### config.mk
export PLATFORM = sky130hd
export DESIGN_NAME = sequenciador_operandos_ula
export DESIGN_NICKNAME = d
export VERILOG_FILES = /design/src/rtl/sequenciador_operandos_ula.sv
export SDC_FILE = /design/constraint.sdc
export NUM_CORES = 1
export LEC_CHECK = 0
export BUFFER_PORTS_ARGS = -buffer_cell sky130_fd_sc_hd__buf_4
export CAP_MARGIN = 20
export CORE_MARGIN = 2
export CORE_UTILIZATION = 25
export CTS_BUF_LIST = sky130_fd_sc_hd__clkbuf_4
export DETAILED_ROUTE_END_ITERATION = 6
export PLACE_DENSITY = 0.61
export SLEW_MARGIN = 0
export SYNTH_ARGS = -nofsm -noshare
export SYNTH_HDL_FRONTEND = slang
export SYNTH_SLANG_ARGS = --single-unit
export TNS_END_PERCENT = 30
### constraint.sdc
create_clock -name clk -period 1.59 [get_ports clk]
set_input_delay 0.159 -clock clk [delete_from_list [all_inputs] [get_ports clk]]
set_output_delay 0.159 -clock clk [all_outputs]
set_load 0.02 [all_outputs]
### src/rtl/sequenciador_operandos_ula.sv
// ----------------------------------------------------------------------------
// sequenciador_operandos_ula
//
// Sequential front-end for the external combinational 4-bit ALU. It accepts one
// command per valid/ready handshake and registers the opcode and operands onto
// the ALU inputs. One cycle later it captures the ALU result into a result
// register and an accumulator, then holds the result on a valid/ready output
// until the consumer takes it. Operand A can be taken from the accumulator, so
// multi-step computations can be chained.
//
// Ports:
//   clk, rst             single clock; synchronous active-high reset
//   in_valid/in_ready    command handshake
//   in_op, in_a, in_b    opcode and operands
//   in_use_acc           1: operand A comes from acc and in_a is ignored
//   seletor, a, b        registered ALU inputs
//   s                    combinational ALU result
//   out_valid/out_ready  result handshake
//   out_s                registered result
//   acc                  accumulator (last completed result)
//   out_zero, acc_zero   zero flags for out_s / acc (FLAG_ZERO_EN builds only)
//
// Build option: define FLAG_ZERO_EN to add the out_zero and acc_zero ports.
// ----------------------------------------------------------------------------
module sequenciador_operandos_ula #(
    parameter int unsigned LARGURA = 4
) (
    input  logic               clk,
    input  logic               rst,
    input  logic               in_valid,
    output logic               in_ready,
    input  logic [2:0]         in_op,
    input  logic [LARGURA-1:0] in_a,
    input  logic [LARGURA-1:0] in_b,
    input  logic               in_use_acc,
    output logic [2:0]         seletor,
    output logic [LARGURA-1:0] a,
    output logic [LARGURA-1:0] b,
    input  logic [LARGURA-1:0] s,
    output logic               out_valid,
    input  logic               out_ready,
    output logic [LARGURA-1:0] out_s,
`ifdef FLAG_ZERO_EN
    output logic               out_zero,
    output logic               acc_zero,
`endif
    output logic [LARGURA-1:0] acc
);

    typedef enum logic [1:0] {StIdle, StExec, StHold} state_e;

    state_e             state_q, state_d;
    logic [2:0]         seletor_q, seletor_d;
    logic [LARGURA-1:0] a_q, a_d;
    logic [LARGURA-1:0] b_q, b_d;
    logic [LARGURA-1:0] out_s_q, out_s_d;
    logic [LARGURA-1:0] acc_q, acc_d;
`ifdef FLAG_ZERO_EN
    logic               zero_q, zero_d;
`endif

    // Handshake outputs decode the state register only; rst also masks in_ready
    // so nothing looks acceptable while reset is asserted.
    assign in_ready  = (state_q == StIdle) && !rst;
    assign out_valid = (state_q == StHold);

    always_comb begin
        state_d   = state_q;
        seletor_d = seletor_q;
        a_d       = a_q;
        b_d       = b_q;
        out_s_d   = out_s_q;
        acc_d     = acc_q;
`ifdef FLAG_ZERO_EN
        zero_d    = zero_q;
`endif
        unique case (state_q)
            StIdle: begin
                if (in_valid && in_ready) begin
                    seletor_d = in_op;
                    b_d       = in_b;
                    // acc here is the previous completed result
                    a_d       = in_use_acc ? acc_q : in_a;
                    state_d   = StExec;
                end
            end
            StExec: begin
                out_s_d = s;
                acc_d   = s;
`ifdef FLAG_ZERO_EN
                zero_d  = (s == '0);
`endif
                state_d = StHold;
            end
            StHold: begin
                if (out_ready) begin
                    state_d = StIdle;
                end
            end
            default: begin
                state_d = StIdle;
            end
        endcase
    end

    always_ff @(posedge clk) begin
        if (rst) begin
            state_q   <= StIdle;
            seletor_q <= '0;
            a_q       <= '0;
            b_q       <= '0;
            out_s_q   <= '0;
            acc_q     <= '0;
`ifdef FLAG_ZERO_EN
            zero_q    <= 1'b0;
`endif
        end else begin
            state_q   <= state_d;
            seletor_q <= seletor_d;
            a_q       <= a_d;
            b_q       <= b_d;
            out_s_q   <= out_s_d;
            acc_q     <= acc_d;
`ifdef FLAG_ZERO_EN
            zero_q    <= zero_d;
`endif
        end
    end

    assign seletor = seletor_q;
    assign a       = a_q;
    assign b       = b_q;
    assign out_s   = out_s_q;
    assign acc     = acc_q;
`ifdef FLAG_ZERO_EN
    // out_s and acc are always loaded together, so one flag serves both.
    assign out_zero = zero_q;
    assign acc_zero = zero_q;
`endif

endmodule
==> run_results.csv <==
group,metric,value,unit
outcome,run_status,"finished, violations left",
outcome,failed_checks,"design-rule violations",
clock_tree,cts_root_buffer,"clkbuf_4",
placed_design,place_congestion,0.626,
floorplanning,die_height,58.8,um
synth,synthMostInstantiatedCell,"dfxtp_1",
placed_design,dp_worst_setup_slack,0.282,ns
layout,finish.cell_count_without_fillers,133,
synth,synth_seq_cells,17,
drt,drt_first_iter_violations,8,
drt,post_drt_wl_per_cell,11.7,um
min_path,worst_hold_path.num_cells,3,
critical_path,worst_path_max_delay_cell,"dfxtp_1",
floorplanning,die_width,58.8,um
synth,ys.warnings.count,0,
synth,post_synth.cell_area_avg,11.2,sq um
drt,vias_per_cell,4.40,
synth,syn_inst,67,
synth,yosys.cell_types.count,16,
placed_design,count_of_input_and_output_buffers,40,
sta,timing_worst_slew_pin_value,0.293,ns
power_and_ir_drop,leakagePower,0.494,nW
clock_tree,clk_transition_reported_paths,0.10,ns
synth,seq_total_area_yosys,0.454,
floorplanning,core_area,2810,sq um
sta,timing.final.crit_period,1.30,ns
grt,globalRoute.totalOverflow,0,
critical_path,setup.worst_path.end_class,"flip-flop",
min_path,path_class_of_the_lowest_slack_min_delay_path,"input port to flip-flop",
sta,fin_worst_skew,0.00602,ns
synth,synthSimpleGateAreaFrac,0.152,
synth,synth_compound_area_frac,0.0735,
grt,globalRouteTotalUtil,0.0968,
grt,grt_max_degree,19,
critical_path,worstRegToRegCells,4,
grt,grt_pass1_wl,2570,um
sta,totalNegativeSetupSlack,0,ns
min_path,worst_hold_path.endpoint,"b[3]$_SDFFE_PP0P_",
critical_path,timing.critical_path.from_type,"flip-flop",
layout,final_layout_size_suffix_gt1_frac,0.529,
sta,drv_slew,0,
clock_tree,max-clock-path-buffers,2,
clock_tree,tritoncts,"done",
clock_tree,insertion_delay,0.29,ns
layout,layout-area-overhead-vs-synth,37.9,%
power_and_ir_drop,irDropWorstVdd,521,uV
synth,post_synth_most_frequent_cells,"17 x dfxtp_1, 15 x mux2i_1, 11 x nor2_1",
power_and_ir_drop,p_int,0.646,mW
synth,synth_xor_xnor_area_share,0,
grt,via_count_of_the_first_global_routing_pass,604,
floorplanning,floorplan.initialDensity,0.267,
floorplanning,num_io_pins,41,
synth,syn_nets,87,
placed_design,dpl.cell_count,129,
synth,ys_dominant_reg_cell,"dfxtp_1",
synth,synth_enable_flop_cells,0,
sta,worst_setup_slack_final,0.285,ns
job,cap_viol_max_count,0,
min_path,timing.hold.worst.start,"in_b[3]",
drt,vias,585,
drt,drcViolationCount,3,
sta,max_slew_margin,0.804,
power_and_ir_drop,power.combinational.fraction,0.225,
synth,library_cell_occupying_the_most_area_in_the_post_synthesis_netlist,"dfxtp_1",
critical_path,timing.reg2reg.setup_slack,0.29,ns
critical_path,cp_max_fo,16,
critical_path,cp_cell_sequence,"nor4b_4 -> buf_4 -> mux2i_1 -> nor2_1",
drt,final_antenna_net_count,0,
sta,setup_viol,0,
layout,finish.net_count,123,
clock_tree,cts_max_level,1,
sta,rsz0062_at_grt,"no",
drt,detailedRoute.firstPassIterationCount,5,
synth,synth_top_family_by_area,"multiplexers",
critical_path,crit-reg2reg-launch,"state_q[1]$_SDFFE_PP0P_",
critical_path,critical_path.reg2reg.endpoint,"b[0]$_SDFFE_PP0P_",
synth,ys_async_sr_fraction,0,
critical_path,path_delay_family,"flip-flops",
floorplanning,num_rows,19,
power_and_ir_drop,power.density_cell_area,861,nW/um^2
grt,grt_antenna_before_repair,0,
synth,yosys-mux-area-fraction,0.200,
synth,synth_largest_type_area_fraction,0.454,
critical_path,worst_path_largest_cell_delay,0.36,ns
critical_path,timing.setup.critical_path_class,"flip-flop to flip-flop",
clock_tree,post_cts_resize_count,0,
clock_tree,tritoncts.num_buffers,3,
drt,routed_wl,1560,um
floorplanning,fp.dieArea,3450,sq um
critical_path,cp_data_required_time,1.77,ns
power_and_ir_drop,switchingPower,0.244,mW
power_and_ir_drop,clockPowerShare,0.248,
sta,min_period_over_period,0.820,
clock_tree,cts_num_sinks,17,
clock_tree,cts_hold_repair.buffers,0,
power_and_ir_drop,switching_share,0.274,
synth,synthAdderAreaFrac,0,
power_and_ir_drop,power.share.sequential,0.527,
synth,synth.top_cells.by_area,"dfxtp_1 45%, mux2i_1 20%, a211oi_2 6.7%, nor2_1 5.5%, buf_4 4.0%",
synth,netlist_area,749,sq um
layout,antenna_cells,0,
clock_tree,cts.repair_timing.setup_buffer_count,0,
sta,report.final.hold_viol_count,0,
sta,fmax,767,MHz
placed_design,hpwl,1230,um
critical_path,worstPathBufferInverterCount,1,
critical_path,timing.critical_path.arrival,1.48,ns
-- state kept, by name, summed over array words and instances, names as in the netlist --
signal and cells:
b 4, seletor 3, state_q 2, acc 4, a 4
-- power groups by stage --
stage | Sequential, mW | Combinational (mW) | Clock [mW]
6_report | 0.469 | 0.200 | 0.221
3_5_place_dp | 0.479 | 0.204 | 0
5_1_grt | 0.473 | 0.216 | 0.258
3_3_place_gp | 0.479 | 0.201 | 0
2_1_floorplan | 0.502 | 0.107 | 0
4_1_cts | 0.470 | 0.205 | 0.233
-- through the flow --
| step | cell area [sq um] | utilization | power [mW] | hold WS, ns |
|---|---|---|---|---|
| 6_report | 1030 | 0.368 | 0.890 | 0.103 |
| 5_1_grt | 1030 | 0.368 | 0.947 | 0.0975 |
| 2_1_floorplan | 749 | - | 0.609 | 0.303 |
| 3_5_place_dp | 1010 | 0.359 | 0.684 | 0.396 |
| 4_1_cts | 1030 | 0.368 | 0.908 | 0.0924 |
| 3_3_place_gp | 1010 | 0.359 | 0.680 | 0.392 |
-- cell usage in the layout, fill, tap and decap left out --
cell	count
clkinv_2	1
nor4b_4	1
clkbuf_4	3
nor3_1	1
nor2_2	4
a211oi_2	4
nor2_1	11
buf_4	41
mux2i_1	15
a21oi_1	1
nand2b_1	2
dfxtp_1	17
nor2b_1	1
-- worst register-to-register path: cells and delay by family, from the launching register on --
family,cells,cell delay [ns]
flops,1,0.36
simple gates,2,0.32
buf+inv,1,0.30
mux,1,0.22
-- how the worst max path moves through the flow --
stage / startpoint / endpoint / cells past startpoint
floorplan: state_q[1]$_SDFFE_PP0P_ / seletor[1]$_SDFFE_PP0P_ / 5
global placement: state_q[1]$_SDFFE_PP0P_ / seletor[0]$_SDFFE_PP0P_ / 4
detailed placement: state_q[1]$_SDFFE_PP0P_ / b[0]$_SDFFE_PP0P_ / 4
CTS: state_q[1]$_SDFFE_PP0P_ / b[0]$_SDFFE_PP0P_ / 4
global route: state_q[1]$_SDFFE_PP0P_ / b[0]$_SDFFE_PP0P_ / 4
finish: state_q[1]$_SDFFE_PP0P_ / b[0]$_SDFFE_PP0P_ / 4
-- kinds of logic (layout without fill, tap and decap cells) --
group                  after synthesis  after routing
AO/OA/AOI/OAI                        5              5
buffers and inverters               10             45
flip-flops                          17             17
multiplexers                        15             15
AND/OR/NAND/NOR                     20             20
-- cell type report --
type,count,area [sq um]
clock buffers,3,22.5
clock inverters,1,5.00
fillers,288,1770
multi-input cells,40,319
flip-flops and latches,17,340
well taps,31,38.8
repair buffers,41,308
-- metal layers --
layer | vias up | wire length (um) | global-route usage
met5 | - | 0 | 0
met1 | 264 | 623 | 0.0966
li1 | 292 | - | -
met3 | 0 | 173 | 0.0549
met4 | 0 | 0 | 0
met2 | 29 | 758 | 0.184
(Power assumes the default switching activity.)
